$ cat src/rtl/mem_arbiter_pkg.sv
// Shared types and constants for the two-port memory arbiter.
// The fetch path and the data path share one memory port; these types
// describe the sequencer state and which requester currently owns the port.
package mem_arb_pkg;

   localparam int unsigned ADDR_W = 16;
   localparam int unsigned DATA_W = 16;
   localparam int unsigned CNT_W  = 4;

   // Sequencer state: waiting for a request, counting read latency,
   // or spending the single no-grant cycle after an ack.
   typedef enum logic [1:0] {
      IDLE      = 2'd0,
      READ_WAIT = 2'd1,
      ACK       = 2'd2
   } e_arb_state;

   // Owner of the memory port for the current transaction.
   typedef enum logic {
      GRANT_IF = 1'b0,
      GRANT_D  = 1'b1
   } e_grant;

   // A transaction is a write only when the data path owns the port and
   // asked for a store; every fetch is a read.
   function automatic logic is_write_grant(input e_grant g, input logic we);
      return (g == GRANT_D) && we;
   endfunction

endpackage

$ cat src/rtl/mem_arbiter_if.sv
// Bundle of requester handshakes and memory-port signals around the arbiter.
// The slave modport is the arbiter's view; the master modport is the view of
// the surrounding requesters and memory that drive it.
interface mem_arbiter_if;
   import mem_arb_pkg::*;

   // instruction-fetch requester
   logic              if_req;
   logic [ADDR_W-1:0] if_addr;
   logic              if_ack;
   logic [DATA_W-1:0] if_rdata;

   // load/store requester
   logic              d_req;
   logic              d_we;
   logic [ADDR_W-1:0] d_addr;
   logic [DATA_W-1:0] d_wdata;
   logic              d_ack;
   logic [DATA_W-1:0] d_rdata;

   // shared memory port (separate read and write addresses)
   logic [ADDR_W-1:0] mem_read_addr;
   logic [DATA_W-1:0] mem_read_data;
   logic              mem_we;
   logic [ADDR_W-1:0] mem_write_addr;
   logic [DATA_W-1:0] mem_write_data;

   modport slave (
      input  if_req, if_addr, d_req, d_we, d_addr, d_wdata, mem_read_data,
      output if_ack, if_rdata, d_ack, d_rdata,
             mem_read_addr, mem_we, mem_write_addr, mem_write_data
   );

   modport master (
      output if_req, if_addr, d_req, d_we, d_addr, d_wdata, mem_read_data,
      input  if_ack, if_rdata, d_ack, d_rdata,
             mem_read_addr, mem_we, mem_write_addr, mem_write_data
   );

endinterface

$ cat src/rtl/mem_arbiter_rr2.sv
// Two-way round-robin selector. Bit 0 of req is the fetch path, bit 1 the
// data path. On a tie the requester that did not own the port last wins.
// Purely combinational; the caller decides whether any request is present.
module arb_rr2
   import mem_arb_pkg::*;
(
   input  logic [1:0] req,
   input  e_grant     last_grant,
   output e_grant     grant
);

   // Pick the lone requester, or alternate against the previous owner on a tie
   always_comb begin
      grant = GRANT_IF;
      case (req)
         2'b01: grant = GRANT_IF;
         2'b10: grant = GRANT_D;
         2'b11: begin
            if (last_grant == GRANT_D) begin
               grant = GRANT_IF;
            end else begin
               grant = GRANT_D;
            end
         end
         default: grant = GRANT_IF;
      endcase
   end

endmodule

$ cat src/rtl/mem_arbiter.sv
// Shares the processor's single memory port between instruction fetch and
// load/store. One transaction is in flight at a time: a read waits
// READ_LATENCY cycles for the memory before the requester is acked, a write
// is issued and acked in the cycle right after the grant. Every output is a
// flop, so nothing combinational runs from a request to an ack or to mem_*.
// READ_LATENCY must lie in 1..15 to fit the 4-bit latency counter.
module mem_arbiter
   import mem_arb_pkg::*;
#(
   parameter int unsigned READ_LATENCY = 1
) (
   input  logic        clk,
   input  logic        rst,
   mem_arbiter_if.slave bus
);

   localparam logic [CNT_W-1:0] RL_CNT = READ_LATENCY[CNT_W-1:0];

   e_arb_state        state_q,          state_d;
   logic [CNT_W-1:0]  cnt_q,            cnt_d;
   e_grant            last_grant_q,     last_grant_d;
   e_grant            cur_grant_q,      cur_grant_d;
   logic              if_ack_q,         if_ack_d;
   logic              d_ack_q,          d_ack_d;
   logic [DATA_W-1:0] if_rdata_q,       if_rdata_d;
   logic [DATA_W-1:0] d_rdata_q,        d_rdata_d;
   logic              mem_we_q,         mem_we_d;
   logic [ADDR_W-1:0] mem_read_addr_q,  mem_read_addr_d;
   logic [ADDR_W-1:0] mem_write_addr_q, mem_write_addr_d;
   logic [DATA_W-1:0] mem_write_data_q, mem_write_data_d;

   logic   any_req_s;
   e_grant grant_s;

   assign any_req_s = bus.if_req | bus.d_req;

   arb_rr2 u_rr (
      .req        ({bus.d_req, bus.if_req}),
      .last_grant (last_grant_q),
      .grant      (grant_s)
   );

   // Next-state and next-output logic: grant in IDLE, count the read
   // latency, then spend one ACK cycle with no grant before going idle
   always_comb begin
      state_d          = state_q;
      cnt_d            = cnt_q;
      last_grant_d     = last_grant_q;
      cur_grant_d      = cur_grant_q;
      if_rdata_d       = if_rdata_q;
      d_rdata_d        = d_rdata_q;
      mem_read_addr_d  = mem_read_addr_q;
      mem_write_addr_d = mem_write_addr_q;
      mem_write_data_d = mem_write_data_q;
      // acks and the write strobe are single-cycle pulses
      if_ack_d         = 1'b0;
      d_ack_d          = 1'b0;
      mem_we_d         = 1'b0;

      case (state_q)
         IDLE: begin
            if (any_req_s) begin
               last_grant_d = grant_s;
               cur_grant_d  = grant_s;
               if (is_write_grant(grant_s, bus.d_we)) begin
                  // store is issued and acknowledged in the same cycle
                  mem_we_d         = 1'b1;
                  mem_write_addr_d = bus.d_addr;
                  mem_write_data_d = bus.d_wdata;
                  d_ack_d          = 1'b1;
                  state_d          = ACK;
               end else begin
                  if (grant_s == GRANT_IF) begin
                     mem_read_addr_d = bus.if_addr;
                  end else begin
                     mem_read_addr_d = bus.d_addr;
                  end
                  cnt_d   = 4'd1;
                  state_d = READ_WAIT;
               end
            end else begin
               state_d = IDLE;
            end
         end

         READ_WAIT: begin
            if (cnt_q == RL_CNT) begin
               // memory data is valid now; hand it to whoever owns the port
               if (cur_grant_q == GRANT_IF) begin
                  if_rdata_d = bus.mem_read_data;
                  if_ack_d   = 1'b1;
               end else begin
                  d_rdata_d = bus.mem_read_data;
                  d_ack_d   = 1'b1;
               end
               state_d = ACK;
            end else begin
               cnt_d = cnt_q + 4'd1;
            end
         end

         ACK: begin
            state_d = IDLE;
         end

         default: begin
            state_d = IDLE;
         end
      endcase
   end

   // Arbiter state and all outputs; async reset drops everything at once,
   // so an in-flight transaction is forgotten and never acked
   always_ff @(posedge clk or posedge rst) begin
      if (rst) begin
         state_q          <= IDLE;
         cnt_q            <= 4'd0;
         last_grant_q     <= GRANT_D;
         cur_grant_q      <= GRANT_IF;
         if_ack_q         <= 1'b0;
         d_ack_q          <= 1'b0;
         if_rdata_q       <= 16'h0000;
         d_rdata_q        <= 16'h0000;
         mem_we_q         <= 1'b0;
         mem_read_addr_q  <= 16'h0000;
         mem_write_addr_q <= 16'h0000;
         mem_write_data_q <= 16'h0000;
      end else begin
         state_q          <= state_d;
         cnt_q            <= cnt_d;
         last_grant_q     <= last_grant_d;
         cur_grant_q      <= cur_grant_d;
         if_ack_q         <= if_ack_d;
         d_ack_q          <= d_ack_d;
         if_rdata_q       <= if_rdata_d;
         d_rdata_q        <= d_rdata_d;
         mem_we_q         <= mem_we_d;
         mem_read_addr_q  <= mem_read_addr_d;
         mem_write_addr_q <= mem_write_addr_d;
         mem_write_data_q <= mem_write_data_d;
      end
   end

   assign bus.if_ack         = if_ack_q;
   assign bus.d_ack          = d_ack_q;
   assign bus.if_rdata       = if_rdata_q;
   assign bus.d_rdata        = d_rdata_q;
   assign bus.mem_we         = mem_we_q;
   assign bus.mem_read_addr  = mem_read_addr_q;
   assign bus.mem_write_addr = mem_write_addr_q;
   assign bus.mem_write_data = mem_write_data_q;

endmodule

$ cat src/flat_wrapper.sv
// flat-port wrapper written by rule: the top's interface ports become plain ports
module mem_arbiter_flat import mem_arb_pkg::*;
#(
   parameter int unsigned READ_LATENCY = 1
)
  (clk, rst, bus_if_req, bus_if_addr, bus_d_req, bus_d_we, bus_d_addr, bus_d_wdata, bus_mem_read_data, bus_if_ack, bus_if_rdata, bus_d_ack, bus_d_rdata, bus_mem_read_addr, bus_mem_we, bus_mem_write_addr, bus_mem_write_data);
  mem_arbiter_if bus_i ();
  input  logic clk;
  input  logic rst;
  input wire logic [$bits(bus_i.if_req)-1:0] bus_if_req;
  input wire logic [$bits(bus_i.if_addr)-1:0] bus_if_addr;
  input wire logic [$bits(bus_i.d_req)-1:0] bus_d_req;
  input wire logic [$bits(bus_i.d_we)-1:0] bus_d_we;
  input wire logic [$bits(bus_i.d_addr)-1:0] bus_d_addr;
  input wire logic [$bits(bus_i.d_wdata)-1:0] bus_d_wdata;
  input wire logic [$bits(bus_i.mem_read_data)-1:0] bus_mem_read_data;
  output wire logic [$bits(bus_i.if_ack)-1:0] bus_if_ack;
  output wire logic [$bits(bus_i.if_rdata)-1:0] bus_if_rdata;
  output wire logic [$bits(bus_i.d_ack)-1:0] bus_d_ack;
  output wire logic [$bits(bus_i.d_rdata)-1:0] bus_d_rdata;
  output wire logic [$bits(bus_i.mem_read_addr)-1:0] bus_mem_read_addr;
  output wire logic [$bits(bus_i.mem_we)-1:0] bus_mem_we;
  output wire logic [$bits(bus_i.mem_write_addr)-1:0] bus_mem_write_addr;
  output wire logic [$bits(bus_i.mem_write_data)-1:0] bus_mem_write_data;
  assign bus_i.if_req = bus_if_req;
  assign bus_i.if_addr = bus_if_addr;
  assign bus_i.d_req = bus_d_req;
  assign bus_i.d_we = bus_d_we;
  assign bus_i.d_addr = bus_d_addr;
  assign bus_i.d_wdata = bus_d_wdata;
  assign bus_i.mem_read_data = bus_mem_read_data;
  assign bus_if_ack = bus_i.if_ack;
  assign bus_if_rdata = bus_i.if_rdata;
  assign bus_d_ack = bus_i.d_ack;
  assign bus_d_rdata = bus_i.d_rdata;
  assign bus_mem_read_addr = bus_i.mem_read_addr;
  assign bus_mem_we = bus_i.mem_we;
  assign bus_mem_write_addr = bus_i.mem_write_addr;
  assign bus_mem_write_data = bus_i.mem_write_data;
  mem_arbiter #(.READ_LATENCY(READ_LATENCY)) u_core (.clk(clk), .rst(rst), .bus(bus_i));
endmodule
$ cat config.mk
export PLATFORM = sky130hd
export DESIGN_NAME = mem_arbiter_flat
export DESIGN_NICKNAME = d
export VERILOG_FILES = /design/src/rtl/mem_arbiter_pkg.sv /design/src/rtl/mem_arbiter_if.sv /design/src/rtl/mem_arbiter_rr2.sv /design/src/rtl/mem_arbiter.sv /design/src/flat_wrapper.sv
export SDC_FILE = /design/constraint.sdc
export NUM_CORES = 1
export LEC_CHECK = 0
export CELL_PAD_IN_SITES_DETAIL_PLACEMENT = 1
export CELL_PAD_IN_SITES_GLOBAL_PLACEMENT = 1
export CORE_MARGIN = 2
export CORE_UTILIZATION = 43
export CTS_CLUSTER_DIAMETER = 120
export CTS_CLUSTER_SIZE = 25
export DETAILED_ROUTE_END_ITERATION = 7
export DONT_BUFFER_PORTS = 1
export PLACE_DENSITY_LB_ADDON = 0.05
export SKIP_CTS_REPAIR_TIMING = 1
export SYNTH_ARGS = -nofsm -noshare
export SYNTH_HDL_FRONTEND = slang
export SYNTH_SLANG_ARGS = --single-unit
$ cat constraint.sdc
create_clock -name clk -period 3 [get_ports clk]
set_input_delay 0.6 -clock clk [delete_from_list [all_inputs] [get_ports clk]]
set_output_delay 0.6 -clock clk [all_outputs]
set_load 0.1 [all_outputs]
==> out/results.ini, run 1 <==
[die]
rows=33
die_width_microns=96.6
core_sq_um=8260
ios=152
die_y_microns=96.6
die-area_sq_um=9330
start_util_pct=44.6

[sta]
slew_headroom_pct=37.4
drv_slew=0
rsz0062_at_grt=false
max_freq_ghz=0.446
tightest_slew_ps=939
fin_crit_sh_pct=74.7
finalCriticalPeriod_ps=2240
holdWs_ps=178
fin_setup_tns_ps=0
finClkSkew_ps=7.47
hold_viol_final=0
setup_viol=0

[setup_path]
crit_slowest_cell=inv_2
path_depth=5
r2r-end=u_core.cnt_q[0]
crit_chain=nor2_1, nand3_4, inv_2, or2_2, o21ai_0
cp_num_buf_inv=1
crit_family=simple AND/OR/NAND/NOR gates
crit_required_ps=3230
cp-startpoint=u_core.state_q[0]
cp.arrival_ps=2470
timing.rr.start=u_core.state_q[0]
critPathLaunchType=flip-flop
r2r_cells=5
cp_max_fo=37
max_stage_delay_ps=640
critical_path_class=reg -> reg
crit_path_end=u_core.cnt_q[0]
r2r_setup_slack_ps=760
cp-end-kind=flip-flop

[synth]
syn_area_sq_um=3680
ys_ff_latch=91
avgSynthCellArea_sq_um=12.1
synth_warnings=0
synthCells=305
yosysSeqAreaShare_pct=61.8
synth_top_cell_by_area=dfrtp_1
synth-edff-count=0
syn_nets=376
synth_ff_type=dfrtp_1
synthDistinctLibCells=30
netlist.area_leader.share_pct=61.1
synthArstFlopShare_pct=100
synthTopCellsByCount=nand2_1 (103), dfrtp_1 (90), mux2_2 (64)
synth.area.top_cells=dfrtp_1 (61%), mux2_2 (20%), nand2_1 (10%)
synth.most_common_cell=nand2_1

[drt]
routedWlPerCell_microns=18.6
drt_wl_total_microns=7830
vias_per_cell=5.20
route.detailed.drc=0
drt_iter0_drc=61
vias=2184
ant_nets=0
dr.pass1.iters=4

[place]
placed_cell_area_sq_um=3820
port_buffers=0
dpl.hpwl_microns=5520
routabilityCongestion=0.669

[cts]
cts_buffer_depth=2
cts.htree.levels=3
clk_pin_slew_ps=90
cts_root_buffer=clkbuf_8
cts_tree=yes
numCtsBuffers=9
clk_latency_ps=350
cts_num_sinks=91

[layout]
drive_gt1_share_pct=29.8
fin_area_sq_um=4030
area_growth_pct=9.47
final_nets=381
diodes=0

[global_route]
antenna_found_initial=0
grt_pass1_wl_microns=12300
grtUsageTotal_pct=17.7
grt_pass1_vias=2432
grt_max_degree=58
overflow=0

[hold_path]
min-delay-path-class=in -> async

[run_status]
status=finished clean

[flow_run]
drv_cap=0

-- kinds of logic (layout without fill, tap and decap cells) --
group	Yosys count	after routing	share of synthesized area [%]
AND/OR/NAND/NOR	119	119	13.5
flip-flops	91	91	61.8
multiplexers	65	65	19.8
buffers and inverters	16	26	2.10
AO/OA/AOI/OAI	12	12	2.07
adder cells (fa/ha/maj)	2	2	0.679
-- flip-flops by register name (all words and copies together), names as in the netlist --
name	flops
u_core.cnt_q	4
u_core.bus.d_ack	1
u_core.state_q	2
u_core.last_grant_q	1
u_core.bus.mem_we	1
u_core.bus.if_rdata	16
u_core.bus.mem_read_addr	16
u_core.bus.mem_write_addr	16
u_core.cur_grant_q	1
u_core.bus.if_ack	1
u_core.bus.mem_write_data	16
u_core.bus.d_rdata	16
-- per-layer routing --
layer  GRT usage, %  part of all wire [%]  routed length, microns  up-vias
met2           28.6                    48                    3730       91
li1               -                     -                       -     1012
met4           6.34                   1.3                     101        0
met1           21.0                    40                    3110     1073
met3           7.76                    11                     884        8
met5              0                     0                       0        -
-- worst min path at each step --
stage                                   start                 endpoint  slack, ps  cells after the start
final                                     rst   u_core.bus.if_rdata[4]        180                      2
after global routing                      rst  u_core.bus.if_rdata[15]        190                      2
after CTS                                 rst  u_core.bus.if_rdata[15]        180                      2
after detailed placement  u_core.last_grant_q      u_core.last_grant_q        550                      2
after global placement    u_core.last_grant_q      u_core.last_grant_q        530                      2
after floorplan               u_core.cnt_q[1]          u_core.cnt_q[1]        500                      1
-- area by class of cell --
type,instances,area [sq um]
clock inverter,6,90.1
multi-input combinational,198,1330
timing repair buffer,6,57.6
clock buffer,10,128
inverter,4,16.3
sequential,91,2280
fill,872,4220
tap,105,131
-- layout by cell type (no fill, tap or decap), drive strengths merged, types with 4 or more instances in the layout --
cell      instances
buf               6
clkbuf           10
clkinvlp          4
dfrtp            90
mux2             64
nand2           103
nor2              4
-- stage by stage --
step | std cells | setup slack (ps) | utilization [%]
after floorplan | 305 | 38.0 | -
after global placement | 404 | 663 | 46.2
after detailed placement | 404 | 578 | 46.2
after CTS | 420 | 668 | 48.8
after global routing | 420 | 459 | 48.8
final | 420 | 759 | 48.8
Power of run 1 is not shown: default switching activity piles up to over one toggle a cycle in this logic, so the estimate is an artifact.
==> inputs of run 2 (changes only) <==
--- a/config.mk
+++ b/config.mk
@@ -8,7 +8,7 @@
 export CELL_PAD_IN_SITES_DETAIL_PLACEMENT = 1
 export CELL_PAD_IN_SITES_GLOBAL_PLACEMENT = 1
 export CORE_MARGIN = 2
-export CORE_UTILIZATION = 43
+export CORE_UTILIZATION = 45
 export CTS_CLUSTER_DIAMETER = 120
 export CTS_CLUSTER_SIZE = 25
 export DETAILED_ROUTE_END_ITERATION = 7
==> constraint.sdc (replaced) <==
create_clock -name clk -period 2.1 [get_ports clk]
set_input_delay 0.42 -clock clk [delete_from_list [all_inputs] [get_ports clk]]
set_output_delay 0.42 -clock clk [all_outputs]
set_load 0.1 [all_outputs]
==> run 2 against run 1 <==
Compared with the run above:
- setup slack worse by 500 ps
- maximum frequency is 21% higher
- final cell count is 9.3% higher
- via count is 8.1% higher
- first-iteration DRC count is 11% lower
- hold slack worse by 160 ps
- sequential share of layout area is 3.6 points lower
- clock skew is 2.7 ps higher
==> out/results.ini, run 2 (synthesized netlist as in run 1, its figures left out) <==
[cts]
cts_buffer_depth=2  ; unchanged
cts_num_sinks=91  ; unchanged
clk_pin_slew_ps=90  ; about the same
cts_root_buffer=clkbuf_8  ; unchanged
cts.htree.levels=3  ; unchanged
clk_latency_ps=360  ; was 350 ps
cts_tree=yes  ; unchanged
numCtsBuffers=9  ; unchanged

[setup_path]
cp-end-kind=flip-flop  ; unchanged
critical_path_class=reg -> reg  ; unchanged
cp.arrival_ps=2090  ; was 2470 ps
crit_required_ps=2340  ; was 3230 ps
cp_max_fo=17  ; was 37
timing.rr.start=u_core.cnt_q[1]  ; was u_core.state_q[0]
critPathLaunchType=flip-flop  ; unchanged
cp-startpoint=u_core.cnt_q[1]  ; was u_core.state_q[0]

[global_route]
grt_pass1_vias=2622  ; was 2,432
grt_max_degree=59  ; was 58
grtUsageTotal_pct=18.2  ; was 17.7%
antenna_found_initial=0  ; unchanged
overflow=0  ; unchanged
grt_pass1_wl_microns=12500  ; was 12,300 microns

[drt]
vias_per_cell=5.14  ; was 5.20
routedWlPerCell_microns=16.9  ; was 18.6 microns
dr.pass1.iters=4  ; unchanged
ant_nets=0  ; unchanged
drt_iter0_drc=54  ; was 61
route.detailed.drc=0  ; unchanged
met2_length_microns=3820  ; was 3730 microns
drt_wl_total_microns=7760  ; was 7830 microns
vias=2361  ; was 2,184
top_layer_used=met4  ; unchanged
wl_met3_microns=717  ; was 884 microns
m1WireLength_microns=3090  ; was 3110 microns

[hold_path]
min-delay-path-class=in -> async  ; unchanged

[place]
port_buffers=0  ; unchanged
dpl.hpwl_microns=5510  ; was 5520 microns
routabilityCongestion=0.744  ; was 0.669

[layout]
seqCellArea_sq_um=2280  ; unchanged
fillerInstances=877  ; was 872
multi_input_comb_area_sq_um=1330  ; unchanged
drive_gt1_share_pct=37.9  ; was 29.8%
diodes=0  ; unchanged
final_nets=420  ; was 381
area_growth_pct=17.0  ; was 9.47%
mostFrequentLayoutCells=nand2_1 (103), dfrtp_1 (90), mux2_2 (64)  ; unchanged
final_common_cell=nand2_1  ; unchanged

[die]
ios=152  ; unchanged
core_sq_um=8090  ; was 8260 sq um
die_width_microns=94.5  ; was 96.6 microns
rows=33  ; unchanged
die_y_microns=94.5  ; was 96.6 microns
start_util_pct=45.5  ; was 44.6%
die-area_sq_um=8930  ; was 9330 sq um

[sta]
fin_setup_tns_ps=0  ; unchanged
hold_viol_final=0  ; unchanged
rsz0062_at_grt=false  ; unchanged
setup_viol=0  ; unchanged
slew_headroom_pct=38.1  ; was 37.4%
finalCriticalPeriod_ps=1840  ; was 2240 ps
tightest_slew_ps=929  ; was 939 ps
fin_crit_sh_pct=87.9  ; was 74.7%
max_freq_ghz=0.542  ; was 0.446 GHz
drv_slew=0  ; unchanged
finClkSkew_ps=10.2  ; was 7.47 ps

[flow_run]
drv_cap=0  ; unchanged

[run_status]
status=finished clean  ; unchanged

[run 2: stage by stage]
step,setup slack [ps],instance area (sq um),hold WS [ps],utilization [%],instances
after floorplan,272,3690,483,-,305
after global placement,347,4110,415,50.8,443
after CTS,239,4310,18.2,53.3,459
final,255,4310,12.7,53.3,459
after detailed placement,283,4110,415,50.8,443
after global routing,119,4310,24.7,53.3,459
[run 2: worst paths after layout]
path	end	slack [ps]	cells past startpoint
worst max register to register	u_core.bus.if_rdata[2]	260	7
min in group clk	u_core.last_grant_q	130	1
worst min-delay path	u_core.bus.mem_write_data[6]	10	2
worst max-delay path	u_core.bus.if_rdata[2]	260	7
worst min register to register	u_core.bus.mem_write_data[10]	480	2
max in group asynchronous	u_core.bus.if_rdata[7]	1740	2
[run 2: final cells by class]
type | instances | area share (%)
repair buffers | 45 | 8.13
multi-input cells | 198 | 30.9
clock buffers | 9 | 2.87
inverters | 4 | 0.435
clock inverters | 7 | 1.74
flip-flops and latches | 91 | 52.9
well taps | 105 | 3.05
[run 2: per-layer routing]
layer	global-route usage, %	up-vias
met5	0	-
met4	6.04	0
met3	7.58	14
met2	30.3	93
met1	21.4	1159
li1	-	1095
[run 2: worst max-delay path: stages (launching register included)]
cell and delay (ps):
dfrtp_1 420, inv_1 70, ha_1 150, nor3b_1 250, nand2_1 130, nor2_2 90, buf_4 240, mux2_2 360
Power of run 2 is left out for the same reason.
==> inputs of run 3 (changes only) <==
--- a/config.mk
+++ b/config.mk
@@ -5,7 +5,7 @@
 export SDC_FILE = /design/constraint.sdc
 export NUM_CORES = 1
 export LEC_CHECK = 0
-export CELL_PAD_IN_SITES_DETAIL_PLACEMENT = 1
+export CELL_PAD_IN_SITES_DETAIL_PLACEMENT = 0
 export CELL_PAD_IN_SITES_GLOBAL_PLACEMENT = 1
 export CORE_MARGIN = 2
 export CORE_UTILIZATION = 45
==> run 3 against run 2 <==
Compared with the run above:
- maximum frequency rose by 3.1%
- final cell count did not move
- clock-buffer cell count did not move
- sequential share of layout area fell by 0.50 points
- non-clock buffer count did not move
- first-iteration DRC count rose by 78%
- wire length fell by 8.2%
- global-route usage fell by 1.2 points
- sequential cell count did not move
- highest routed layer unchanged
- hold slack improved by 5.6 ps
- setup slack improved by 56 ps
- via count fell by 2.1%
==> out/results.ini, run 3 (synthesized netlist as in run 1, its figures left out) <==
[global_route]
grt_max_degree=59  ; unchanged
grt_pass1_vias=2506  ; was 2,622
overflow=0  ; unchanged
grt_pass1_wl_microns=11600  ; was 12,500 microns
antenna_found_initial=0  ; unchanged
grtUsageTotal_pct=17.0  ; was 18.2%

[flow_run]
drv_cap=0  ; unchanged

[drt]
route.detailed.drc=0  ; unchanged
drt_iter0_drc=96  ; was 54
routedWlPerCell_microns=15.5  ; was 16.9 microns
vias=2312  ; was 2,361
ant_nets=0  ; unchanged
vias_per_cell=5.04  ; was 5.14
drt_wl_total_microns=7120  ; was 7760 microns
dr.pass1.iters=4  ; unchanged

[cts]
cts_buffer_depth=2  ; unchanged
cts_root_buffer=clkbuf_8  ; unchanged
numCtsBuffers=9  ; unchanged
cts_tree=yes  ; unchanged
clk_latency_ps=350  ; was 360 ps
cts_num_sinks=91  ; unchanged
cts.htree.levels=3  ; unchanged
clk_pin_slew_ps=90  ; about the same

[place]
port_buffers=0  ; unchanged
dpl.hpwl_microns=5030  ; was 5510 microns
routabilityCongestion=0.744  ; unchanged

[sta]
slew_headroom_pct=38.6  ; was 38.1%
tightest_slew_ps=922  ; was 929 ps
setup_viol=0  ; unchanged
fin_setup_tns_ps=0  ; unchanged
drv_slew=0  ; unchanged
finClkSkew_ps=6.82  ; was 10.2 ps
fin_crit_sh_pct=85.2  ; was 87.9%
max_freq_ghz=0.559  ; was 0.542 GHz
finalCriticalPeriod_ps=1790  ; was 1840 ps
hold_viol_final=0  ; unchanged
holdWs_ps=18.4  ; was 12.7 ps
rsz0062_at_grt=false  ; unchanged

[layout]
final_common_cell=nand2_1  ; unchanged
area_growth_pct=18.1  ; was 17.0%
fillerInstances=765  ; was 877
mostFrequentLayoutCells=nand2_1 (103), dfrtp_1 (90), mux2_2 (64)  ; unchanged
drive_gt1_share_pct=37.9  ; unchanged
final_nets=420  ; unchanged
diodes=0  ; unchanged

[die]
start_util_pct=45.5  ; unchanged
die-area_sq_um=8930  ; unchanged
die_width_microns=94.5  ; unchanged
core_sq_um=8090  ; unchanged
die_y_microns=94.5  ; unchanged
rows=33  ; unchanged
ios=152  ; unchanged

[setup_path]
cp-end-kind=flip-flop  ; unchanged
crit_required_ps=2330  ; was 2340 ps
critPathLaunchType=flip-flop  ; unchanged
critical_path_class=reg -> reg  ; unchanged
cp.arrival_ps=2020  ; was 2090 ps
cp_max_fo=17  ; unchanged

[hold_path]
min-delay-path-class=in -> async  ; unchanged

[run_status]
status=finished clean  ; unchanged

run 3: layer usage:
layer  GRT usage [%]  share of wire (%)  vias up
li1                -                  -     1091
met1            20.2                 40     1112
met2            27.7                 47       93
met3            6.23                9.8       16
met4            7.73                2.5        0
met5               0                  0        -
run 3: metrics by stage:
stage               cell area (sq um)  std cells  util, %  setup WS, ps
floorplan                        3690        305        -           272
global placement                 4110        443     50.8           347
detailed placement               4110        443     50.8           294
CTS                              4350        459     53.8           277
global route                     4350        459     53.8           144
finish                           4350        459     53.8           311
run 3: worst paths after layout:
check | startpoint | end | slack, ps | cells after the start
worst max-delay path | u_core.cnt_q[1] | u_core.bus.if_rdata[2] | 310 | 7
worst min-delay path | rst | u_core.bus.mem_write_data[4] | 20 | 2
worst max register to register | u_core.cnt_q[1] | u_core.bus.if_rdata[2] | 310 | 7
worst min register to register | u_core.bus.mem_write_addr[2] | u_core.bus.mem_write_addr[2] | 480 | 2
max in group asynchronous | rst | u_core.bus.if_rdata[4] | 1730 | 2
min in group clk | bus_if_req | u_core.last_grant_q | 130 | 1
run 3: cell type report:
cell class              instances  area, sq um  share of cell area [%]
well taps                     105          131                    3.02
flip-flops and latches         91         2280                    52.4
clock inverters                 7          116                    2.67
multi-input cells             198         1330                    30.6
repair buffers                 45          350                    8.05
inverters                       4         18.8                   0.431
clock buffers                   9          124                    2.85
run 3: critical path: stages, from the launching register on:
cell and delay, ps:
dfrtp_1 420, inv_1 70, ha_1 140, nor3b_1 230
nand2_1 120, nor2_2 90, buf_4 240, mux2_2 360
Power of run 3 is left out for the same reason.
